`config.mk`:
```
export PLATFORM = sky130hd
export DESIGN_NAME = decode_stage
export DESIGN_NICKNAME = d
export VERILOG_FILES = /design/src/rtl/decode_stage.sv
export SDC_FILE = /design/constraint.sdc
export NUM_CORES = 1
export LEC_CHECK = 0
export CORE_ASPECT_RATIO = 0.8
export CORE_UTILIZATION = 30
export DETAILED_ROUTE_END_ITERATION = 10
export SLEW_MARGIN = 20
export SYNTH_ARGS = -nofsm -noshare
export SYNTH_HDL_FRONTEND = slang
export SYNTH_SLANG_ARGS = --single-unit
export TNS_END_PERCENT = 100
```
`constraint.sdc`:
```
create_clock -name clock -period 3.1 [get_ports clock]
set_clock_uncertainty 0.2 [all_clocks]
set_input_delay 0.31 -clock clock [delete_from_list [all_inputs] [get_ports clock]]
set_output_delay 0.31 -clock clock [all_outputs]
set_load 0.02 [all_outputs]
```
`src/rtl/decode_stage.sv`:
```
// decode_stage: single-entry RV32I decode stage with load-use hazard detection.
// Accepts one instruction per cycle from fetch, decodes it into class, controls,
// immediate and ASCII mnemonic, and holds the result in a registered output slot
// for execute under a valid/ready handshake.
//
// Ports:
//   clock, reset_n      - clock, asynchronous active-low reset
//   in_valid/in_ready   - fetch handshake (in_ready is combinational)
//   in_instr, in_pc     - raw instruction word and its PC
//   flush               - drop held entry, block acceptance this cycle
//   ex_is_load, ex_rd   - execute-stage load info for load-use hazard check
//   out_valid/out_ready - execute handshake
//   out_*               - registered decoded fields, controls and mnemonic
//   stall_cnt           - saturating count of load-use stall cycles
module decode_stage #(
    parameter int unsigned XLEN    = 32,
    parameter int unsigned MNEM_EN = 1
) (
    input  logic            clock,
    input  logic            reset_n,
    input  logic            in_valid,
    output logic            in_ready,
    input  logic [31:0]     in_instr,
    input  logic [XLEN-1:0] in_pc,
    input  logic            flush,
    input  logic            ex_is_load,
    input  logic [4:0]      ex_rd,
    output logic            out_valid,
    input  logic            out_ready,
    output logic [XLEN-1:0] out_pc,
    output logic [4:0]      out_rs1,
    output logic [4:0]      out_rs2,
    output logic [4:0]      out_rd,
    output logic [2:0]      out_f3,
    output logic            out_f7b5,
    output logic [XLEN-1:0] out_imm,
    output logic [8:0]      out_type,
    output logic            out_alusrc,
    output logic            out_memtoreg,
    output logic            out_regwrite,
    output logic            out_memwrite,
    output logic            out_branch,
    output logic            out_jump,
    output logic            out_illegal,
    output logic [39:0]     out_mnem,
    output logic [15:0]     stall_cnt
);

    localparam int unsigned TW  = 9;
    localparam int unsigned MW  = 40;
    localparam int unsigned SCW = 16;

    // One-hot class bit positions
    localparam int unsigned T_R    = 8;
    localparam int unsigned T_I    = 7;
    localparam int unsigned T_LD   = 6;
    localparam int unsigned T_ST   = 5;
    localparam int unsigned T_BR   = 4;
    localparam int unsigned T_JAL  = 3;
    localparam int unsigned T_LUI  = 2;
    localparam int unsigned T_AUI  = 1;
    localparam int unsigned T_JALR = 0;

    localparam logic [6:0] OP_LUI    = 7'b0110111;
    localparam logic [6:0] OP_AUIPC  = 7'b0010111;
    localparam logic [6:0] OP_JAL    = 7'b1101111;
    localparam logic [6:0] OP_JALR   = 7'b1100111;
    localparam logic [6:0] OP_BRANCH = 7'b1100011;
    localparam logic [6:0] OP_LOAD   = 7'b0000011;
    localparam logic [6:0] OP_STORE  = 7'b0100011;
    localparam logic [6:0] OP_IMM    = 7'b0010011;
    localparam logic [6:0] OP_REG    = 7'b0110011;

    // Instruction fields
    logic [6:0] opcode;
    logic [2:0] f3;
    logic [6:0] f7;
    logic [4:0] rs1, rs2, rd;

    assign opcode = in_instr[6:0];
    assign rd     = in_instr[11:7];
    assign f3     = in_instr[14:12];
    assign rs1    = in_instr[19:15];
    assign rs2    = in_instr[24:20];
    assign f7     = in_instr[31:25];

    // Decoder outputs
    logic [TW-1:0]   dec_type;
    logic            dec_bad;
    logic [31:0]     dec_imm32;
    logic [MW-1:0]   dec_mnem;
    logic [XLEN-1:0] dec_imm;
    logic            dec_alusrc, dec_memtoreg, dec_regwrite;
    logic            dec_memwrite, dec_branch, dec_jump;
    logic            uses_rs1, uses_rs2;

    // Class, immediate and mnemonic decode; illegal encodings collapse to "ILL"
    always_comb begin
        dec_type  = '0;
        dec_bad   = 1'b0;
        dec_imm32 = '0;
        dec_mnem  = '0;
        if (in_instr == 32'h0) begin
            dec_mnem = "NOP  ";
        end else begin
            case (opcode)
                OP_LUI: begin
                    dec_type[T_LUI] = 1'b1;
                    dec_imm32       = {in_instr[31:12], 12'h000};
                    dec_mnem        = "LUI  ";
                end
                OP_AUIPC: begin
                    dec_type[T_AUI] = 1'b1;
                    dec_imm32       = {in_instr[31:12], 12'h000};
                    dec_mnem        = "AUIPC";
                end
                OP_JAL: begin
                    dec_type[T_JAL] = 1'b1;
                    dec_imm32 = {{11{in_instr[31]}}, in_instr[31], in_instr[19:12],
                                 in_instr[20], in_instr[30:21], 1'b0};
                    dec_mnem  = "JAL  ";
                end
                OP_JALR: begin
                    dec_type[T_JALR] = 1'b1;
                    dec_imm32 = {{20{in_instr[31]}}, in_instr[31:20]};
                    dec_mnem  = "JALR ";
                    dec_bad   = (f3 != 3'd0);
                end
                OP_BRANCH: begin
                    dec_type[T_BR] = 1'b1;
                    dec_imm32 = {{19{in_instr[31]}}, in_instr[31], in_instr[7],
                                 in_instr[30:25], in_instr[11:8], 1'b0};
                    case (f3)
                        3'd0:    dec_mnem = "BEQ  ";
                        3'd1:    dec_mnem = "BNE  ";
                        3'd4:    dec_mnem = "BLT  ";
                        3'd5:    dec_mnem = "BGE  ";
                        3'd6:    dec_mnem = "BLTU ";
                        3'd7:    dec_mnem = "BGEU ";
                        default: dec_bad  = 1'b1;
                    endcase
                end
                OP_LOAD: begin
                    dec_type[T_LD] = 1'b1;
                    dec_imm32 = {{20{in_instr[31]}}, in_instr[31:20]};
                    case (f3)
                        3'd0:    dec_mnem = "LB   ";
                        3'd1:    dec_mnem = "LH   ";
                        3'd2:    dec_mnem = "LW   ";
                        3'd4:    dec_mnem = "LBU  ";
                        3'd5:    dec_mnem = "LHU  ";
                        default: dec_bad  = 1'b1;
                    endcase
                end
                OP_STORE: begin
                    dec_type[T_ST] = 1'b1;
                    dec_imm32 = {{20{in_instr[31]}}, in_instr[31:25], in_instr[11:7]};
                    case (f3)
                        3'd0:    dec_mnem = "SB   ";
                        3'd1:    dec_mnem = "SH   ";
                        3'd2:    dec_mnem = "SW   ";
                        default: dec_bad  = 1'b1;
                    endcase
                end
                OP_IMM: begin
                    dec_type[T_I] = 1'b1;
                    dec_imm32 = {{20{in_instr[31]}}, in_instr[31:20]};
                    case (f3)
                        3'd0: dec_mnem = "ADDI ";
                        3'd2: dec_mnem = "SLTI ";
                        3'd3: dec_mnem = "SLTIU";
                        3'd4: dec_mnem = "XORI ";
                        3'd6: dec_mnem = "ORI  ";
                        3'd7: dec_mnem = "ANDI ";
                        3'd1: begin
                            dec_mnem = "SLLI ";
                            dec_bad  = (f7 != 7'h00);
                        end
                        default: begin
                            if (f7 == 7'h00)      dec_mnem = "SRLI ";
                            else if (f7 == 7'h20) dec_mnem = "SRAI ";
                            else                  dec_bad  = 1'b1;
                        end
                    endcase
                end
                OP_REG: begin
                    dec_type[T_R] = 1'b1;
                    case ({f7, f3})
                        {7'h00, 3'd0}: dec_mnem = "ADD  ";
                        {7'h20, 3'd0}: dec_mnem = "SUB  ";
                        {7'h00, 3'd1}: dec_mnem = "SLL  ";
                        {7'h00, 3'd2}: dec_mnem = "SLT  ";
                        {7'h00, 3'd3}: dec_mnem = "SLTU ";
                        {7'h00, 3'd4}: dec_mnem = "XOR  ";
                        {7'h00, 3'd5}: dec_mnem = "SRL  ";
                        {7'h20, 3'd5}: dec_mnem = "SRA  ";
                        {7'h00, 3'd6}: dec_mnem = "OR   ";
                        {7'h00, 3'd7}: dec_mnem = "AND  ";
                        default:       dec_bad  = 1'b1;
                    endcase
                end
                default: dec_bad = 1'b1;
            endcase
            if (dec_bad) begin
                dec_type  = '0;
                dec_imm32 = '0;
                dec_mnem  = "ILL  ";
            end
        end
    end

    // Sign-extend the 32-bit immediate to the datapath width
    assign dec_imm = XLEN'($signed(dec_imm32));

    // Controls and register usage derived from the one-hot class
    always_comb begin
        dec_alusrc   = dec_type[T_I] | dec_type[T_LD] | dec_type[T_ST] | dec_type[T_JALR];
        dec_memtoreg = dec_type[T_LD];
        dec_regwrite = dec_type[T_R] | dec_type[T_I] | dec_type[T_LD] | dec_type[T_JAL]
                     | dec_type[T_LUI] | dec_type[T_AUI] | dec_type[T_JALR];
        dec_memwrite = dec_type[T_ST];
        dec_branch   = dec_type[T_BR];
        dec_jump     = dec_type[T_JAL] | dec_type[T_JALR];
        uses_rs1     = dec_type[T_R] | dec_type[T_I] | dec_type[T_LD] | dec_type[T_ST]
                     | dec_type[T_BR] | dec_type[T_JALR];
        uses_rs2     = dec_type[T_R] | dec_type[T_ST] | dec_type[T_BR];
    end

    // Load-use hazard against the instruction currently in execute
    logic hazard;
    logic accept;

    assign hazard = in_valid & ex_is_load & (ex_rd != 5'd0)
                  & ((uses_rs1 & (rs1 == ex_rd)) | (uses_rs2 & (rs2 == ex_rd)));
    assign in_ready = ~flush & ~hazard & (~out_valid | out_ready);
    assign accept   = in_valid & in_ready;

    // State registers
    logic            valid_q, valid_d;
    logic [SCW-1:0]  stall_q, stall_d;
    logic [XLEN-1:0] pc_q, imm_q;
    logic [4:0]      rs1_q, rs2_q, rd_q;
    logic [2:0]      f3_q;
    logic            f7b5_q;
    logic [TW-1:0]   type_q;
    logic            alusrc_q, memtoreg_q, regwrite_q, memwrite_q;
    logic            branch_q, jump_q, illegal_q;
    logic [MW-1:0]   mnem_q, mnem_d;

    // Slot occupancy and stall counter next state; flush wins over accept/hold
    always_comb begin
        valid_d = valid_q;
        stall_d = stall_q;
        mnem_d  = (MNEM_EN != 0) ? dec_mnem : '0;
        if (flush)          valid_d = 1'b0;
        else if (accept)    valid_d = 1'b1;
        else if (out_ready) valid_d = 1'b0;
        if (hazard && (stall_q != 16'hFFFF)) stall_d = stall_q + 16'd1;
    end

    always_ff @(posedge clock or negedge reset_n) begin
        if (!reset_n) begin
            valid_q    <= 1'b0;
            stall_q    <= '0;
            pc_q       <= '0;
            imm_q      <= '0;
            rs1_q      <= '0;
            rs2_q      <= '0;
            rd_q       <= '0;
            f3_q       <= '0;
            f7b5_q     <= 1'b0;
            type_q     <= '0;
            alusrc_q   <= 1'b0;
            memtoreg_q <= 1'b0;
            regwrite_q <= 1'b0;
            memwrite_q <= 1'b0;
            branch_q   <= 1'b0;
            jump_q     <= 1'b0;
            illegal_q  <= 1'b0;
            mnem_q     <= '0;
        end else begin
            valid_q <= valid_d;
            stall_q <= stall_d;
            if (accept) begin
                pc_q       <= in_pc;
                imm_q      <= dec_imm;
                rs1_q      <= rs1;
                rs2_q      <= rs2;
                rd_q       <= rd;
                f3_q       <= f3;
                f7b5_q     <= in_instr[30];
                type_q     <= dec_type;
                alusrc_q   <= dec_alusrc;
                memtoreg_q <= dec_memtoreg;
                regwrite_q <= dec_regwrite;
                memwrite_q <= dec_memwrite;
                branch_q   <= dec_branch;
                jump_q     <= dec_jump;
                illegal_q  <= dec_bad;
                mnem_q     <= mnem_d;
            end
        end
    end

    assign out_valid    = valid_q;
    assign stall_cnt    = stall_q;
    assign out_pc       = pc_q;
    assign out_imm      = imm_q;
    assign out_rs1      = rs1_q;
    assign out_rs2      = rs2_q;
    assign out_rd       = rd_q;
    assign out_f3       = f3_q;
    assign out_f7b5     = f7b5_q;
    assign out_type     = type_q;
    assign out_alusrc   = alusrc_q;
    assign out_memtoreg = memtoreg_q;
    assign out_regwrite = regwrite_q;
    assign out_memwrite = memwrite_q;
    assign out_branch   = branch_q;
    assign out_jump     = jump_q;
    assign out_illegal  = illegal_q;
    assign out_mnem     = mnem_q;

endmodule

```
# Word level (Yosys, flattened, before mapping)
# Cells that the tools add are included.
# totals
romBits	0
inputBits	75
ff_bits	156
ram_bits	0
word_cells	130
out_inout_bits	157
n_memories	0
latchBits	0
# classes
magnitude_cmp	0
reduce_logical	17
addsub	1
n_div	0
n_eq_ne	29
n_shift	0
multipliers	0
bitwise	28
n_mux	37
# ops
cell	count
39-bit case mux with 10 select lines	1
40-bit case mux with 9 select lines	1
40-bit case mux with 7 select lines	1
39-bit case mux with 6 select lines	1
39-bit case mux with 5 select lines	1
32-bit case mux with 5 select lines	1
40-bit two-way mux	3
39-bit case mux with 3 select lines	1
32-bit two-way mux	2
10-bit by 3-bit equality test with 1-bit output, second input constant	4
39-bit two-way mux	1
32-bit zero test	1
7-bit by 6-bit equality test with 1-bit output, second input constant	4
7-bit equality test, second input constant	3
10-bit by 2-bit equality test with 1-bit output, second input constant	2
10-bit by 9-bit equality test with 1-bit output, second input constant	2
1-bit two-way mux	20
9-bit two-way mux	2
1-bit OR	17
16-bit by 1-bit adder with 16-bit output, second input constant	1
16-bit inequality test, second input constant	1
7-bit by 5-bit equality test with 1-bit output, second input constant	2
3-bit equality test, second input constant	4
6-bit OR reduction	2
20 further kinds	34

# Logic depth before layout (Yosys ltp)
# depth
depth_word	22
depth_mapped	12
mapped_depth_nobuf	7

# Worst setup path before layout
# Ideal clock, no wire load.
# synth_timing
kind	input-to-output
startpoint	input port in_instr[2]
endpoint	output port in_ready
path_buffers	3
required_time_ns	2.590
slack_ns	0.259
path_stages	8
t_arrival_ns	2.331
cell_sequence	buf_2 -> nand4bb_4 -> or3_1 -> clkbuf_1 -> o32a_1 -> nand4_2 -> clkbuf_1 -> o21a_1
# synth_via
elab_chain_cells	17
word_cells_on_any_way	35
classes_between	eq/ne (9); mux (10); bitwise (14); reduce/logical (2)
# synth_lines
element	line_no	rtl
start: declaration	23	input logic [31:0] in_instr,
7-bit equality test, or another cell as far along	106	case (opcode)
3-bit OR reduction (no source line)	n/a	
1-bit case mux with 7 select lines	106	
1-bit two-way mux	103	if (in_instr == 32'h0) begin
9-bit two-way mux	204	if (dec_bad) begin
9-bit two-way mux (*)	103	
1-bit OR (3 in series)	224	uses_rs1 = dec_type[T_R] | dec_type[T_I] | dec_type[T_LD] | dec_type[T_ST]
1-bit OR (2 in series)	225	| dec_type[T_BR] | dec_type[T_JALR];
1-bit AND	234	& ((uses_rs1 & (rs1 == ex_rd)) | (uses_rs2 & (rs2 == ex_rd)));
1-bit OR (*)	234	
1-bit AND (*)	234	
1-bit inverter (*)	235	assign in_ready = ~flush & ~hazard & (~out_valid | out_ready);
1-bit AND (*) (2 in series)	235	
end: declaration	22	output logic in_ready,
# Mark *: on every way between the ends. The rest lies on a longest branch, timed or not. The select of a mux whose other input is x is not followed.

# Worst setup path after layout
# Ends and elaborated chain as after synthesis.

==> impl_metrics.py <==
metrics = {
    "sta": {
        "finalHoldViolCount": 0,
        "maxSlewViolCount": 0,
        "slew_headroom_pct": 46.5,
        "max_freq_ghz": 0.331,
        "post-route-min-period_ps": 3020,
        "worst_pin_slew_ps": 802,
        "setup_tns_ps": 0,
        "period_share_pct": 97.5,
        "setup_viol_count_final": 0,
    },
    "run": {
        "cap_violations": 0,
    },
    "min_path": {
        "holdPathStages": 3,
        "hold_class": "input port to flop",
        "min-delay-start": "in_pc[8]",
        "min_delay_worst_endpoint": "out_pc[8]$_DFFE_PN0P_",
    },
    "logic_synthesis": {
        "synth_edf_count": 0,
        "synth_ff_type": "dfrtp_1",
        "yosysTopAreaCellShare_pct": 50.8,
        "yosys-top-cells-area": "dfrtp_1 51%, nand2_1 12%, o21ai_0 2.9%",
        "yosys_warnings": 0,
        "synth_cells": 785,
        "yosys_register_bits": 142,
        "syn_area_per_cell_sq_um": 8.91,
        "syn_area_sq_um": 7000,
        "seq_area_frac_synth_pct": 50.8,
        "yosysUniqueCellTypes": 65,
        "synth_top_area_cell": "dfrtp_1",
        "ys_async_sr_fraction_pct": 100,
    },
    "drt": {
        "drc_errors": 0,
        "wl_per_cell_microns": 18.2,
        "drt-vias-per-instance": 4.86,
        "vias": 6833,
        "drt_iter0_drc": 499,
        "first_pass_iters": 7,
        "wirelength_microns": 25600,
        "drtAntennaViolNets": 0,
    },
    "placement": {
        "gp_congestion": 0.967,
        "io_buffers": 223,
        "place_hpwl_microns": 19400,
    },
    "layout": {
        "nets": 1160,
        "syn2layout_area_growth_pct": 55.6,
        "nFillCells": 2191,
        "layout-drive-gt1-share_pct": 15.1,
        "fin_util_pct": 48.0,
    },
    "grt": {
        "antenna_found_initial": 3,
        "grt_max_degree": 84,
        "grt_pass1_wl_microns": 40400,
        "overflow": 0,
        "grt.total_usage_pct": 21.7,
        "grt_pass1_vias": 6701,
    },
    "floorplanning": {
        "die_area_sq_um": 23900,
        "coreArea_sq_um": 22700,
        "start_util_pct": 30.8,
        "ios": 232,
        "die_height_microns": 139,
        "rows": 49,
        "die_w_microns": 173,
    },
    "clock_network": {
        "path_clk_slew_ps": 70,
        "numCtsBuffers": 17,
        "root_buffer": "clkbuf_16",
        "h-tree-depth": 4,
        "cts_tree": "built",
        "clockBufferDepth": 2,
        "clk_latency_ps": 420,
        "cts_num_sinks": 142,
    },
    "worst_setup_path": {
        "worstPathRequired_ps": 2590,
        "critPathArrivalTime_ps": 2510,
        "timing.rr.end": "stall_cnt[1]$_DFFE_PN0P_",
        "worst-path-max-fanout": 9,
        "endpoint_kind": "primary output",
        "rr_worst_depth": 7,
        "crit_path_start_kind": "input port",
        "worst-setup-path-type": "input port to primary output",
        "r2r_start": "stall_cnt[4]$_DFFE_PN0P_",
        "rrSetupSlack_ps": 600,
    },
    "pwr": {
        "vdd_drop_max_mv": 0.320,
        "leakagePower_nw": 4.74,
        "power.density_nw_per_um2": 488,
    },
    "outcome": {
        "status": "finished clean",
    },
}
==> cell usage after synthesis (all sizes together), types with 4 or more instances <==
master and instances:
dfrtp 142, o21a 4, xnor2 22, a21oi 21, and2 6, nand2 230
a22oi 6, or3 6, nor3 13, a31oi 19, nand3 19, buf 43
o21ai 50, o31ai 16, nor2b 6, nand2b 6, a22o 8, and3 7
xor2 4, clkbuf 24, o22a 5, a2111oi 4, nand4 8, nor2 52
a21o 4, inv 7, nor4 11
==> state kept, by name, indices dropped and copies added (netlist names) <==
signal	flops
out_alusrc	1
out_f3	3
out_f7b5	1
out_illegal	1
out_imm	32
out_jump	1
out_mnem	29
out_pc	32
out_rd	5
out_regwrite	1
out_rs1	5
out_rs2	5
out_type	9
out_valid	1
stall_cnt	16
==> worst max path at each step <==
stage | startpoint | to | slack [ps] | cells past startpoint
2_1_floorplan | in_instr[2] | in_ready | 260 | 8
3_3_place_gp | in_instr[6] | in_ready | -420 | 7
3_5_place_dp | in_instr[1] | out_regwrite$_DFFE_PN0P_ | -490 | 11
4_1_cts | in_instr[6] | in_ready | 10 | 7
5_1_grt | in_instr[2] | in_ready | -2 | 9
6_report | in_instr[2] | in_ready | 80 | 9
==> cell usage in the layout, fill, tap and decap left out, drive strengths merged, types with 3 or more instances in the layout <==
cell type / synthesis / routed
inv: 7 / 14
clkinv: 1 / 4
nor3: 13 / 13
and3: 7 / 7
nand3: 19 / 19
a311oi: 3 / 3
nor2b: 6 / 6
nor4: 11 / 11
and2: 6 / 6
o22a: 5 / 5
o21a: 4 / 4
a22oi: 6 / 6
a21o: 4 / 4
a31oi: 19 / 19
o31ai: 16 / 16
a22o: 8 / 8
nor2: 52 / 52
clkdlybuf4s50: 0 / 221
conb: 1 / 8
nand4b: 3 / 3
or3: 6 / 6
a21oi: 21 / 21
dfrtp: 142 / 142
a2111oi: 4 / 4
o21ai: 50 / 50
clkbuf: 24 / 17
xor2: 4 / 4
nand4: 8 / 8
clkinvlp: 0 / 3
buf: 43 / 118
nand2: 230 / 230
xnor2: 22 / 22
nand2b: 6 / 6
==> repair_timing <==
action	in CTS	in global routing
resized for setup	8	5
hold buffers	1	0
pin swaps	4	6
endpoints found under the hold margin	81	0
buffers inserted	2	2
setup endpoints to repair	4	20
==> layout make-up <==
class / count / area [sq um] / share of cell area (%)
Tap cell: 306 / 383 / 3.52
Clock buffer: 17 / 425 / 3.91
Timing Repair Buffer: 340 / 3220 / 29.6
Antenna cell: 2 / 5.00 / 0.0460
Multi-Input combinational cell: 575 / 3090 / 28.4
Sequential cell: 142 / 3550 / 32.6
Clock inverter: 15 / 176 / 1.62
Inverter: 8 / 30.0 / 0.276
==> cells by family (layout without fill, tap and decap cells) <==
family	count (synthesis)	count (layout)	synth area share (%)
simple gates	377	377	23.8
fa+ha+maj	1	1	0.179
other cells	1	10	0.0536
flops	142	142	50.8
xor+xnor	26	26	3.26
compound gates	160	160	15.7
buf+inv	75	380	5.72
mux	3	3	0.447
==> report_power, final <==
| group | switching, mW | internal (mW) |
|---|---|---|
| registers | 0.0814 | 2.00 |
| clock network | 0.897 | 1.22 |
| logic | 0.598 | 0.524 |
| total | 1.58 | 3.74 |
==> layer usage <==
metal	wire (microns)	GRT usage [%]	vias to the layer above
met2	10800	31.7	262
met5	10	0	-
met1	12400	31.2	3264
met3	2200	7.59	14
met4	142	3.87	2
li1	-	-	3291
==> critical path: stages <==
cell             delay [ps]
clkdlybuf4s50_1         470
buf_6                   130
buf_4                   120
nand4b_1                190
a211o_1                 370
a311oi_2                290
o2111ai_2               170
o21a_2                  280
buf_2                   170
==> through the flow <==
| step | instance area (sq um) | std cells | setup WS (ps) | total power, mW | hold slack (ps) |
|---|---|---|---|---|---|
| finish | 10900 | 1405 | 78.8 | 5.32 | 211 |
| global route | 10900 | 1403 | -2.42 | 5.55 | 203 |
| CTS | 10900 | 1401 | 13.6 | 5.37 | 195 |
| detailed placement | 10200 | 1366 | -492 | 3.24 | 231 |
| global placement | 10200 | 1366 | -420 | 3.23 | 239 |
| floorplan | 7020 | 792 | 259 | 2.60 | -186 |
(Power assumes the default switching activity.)
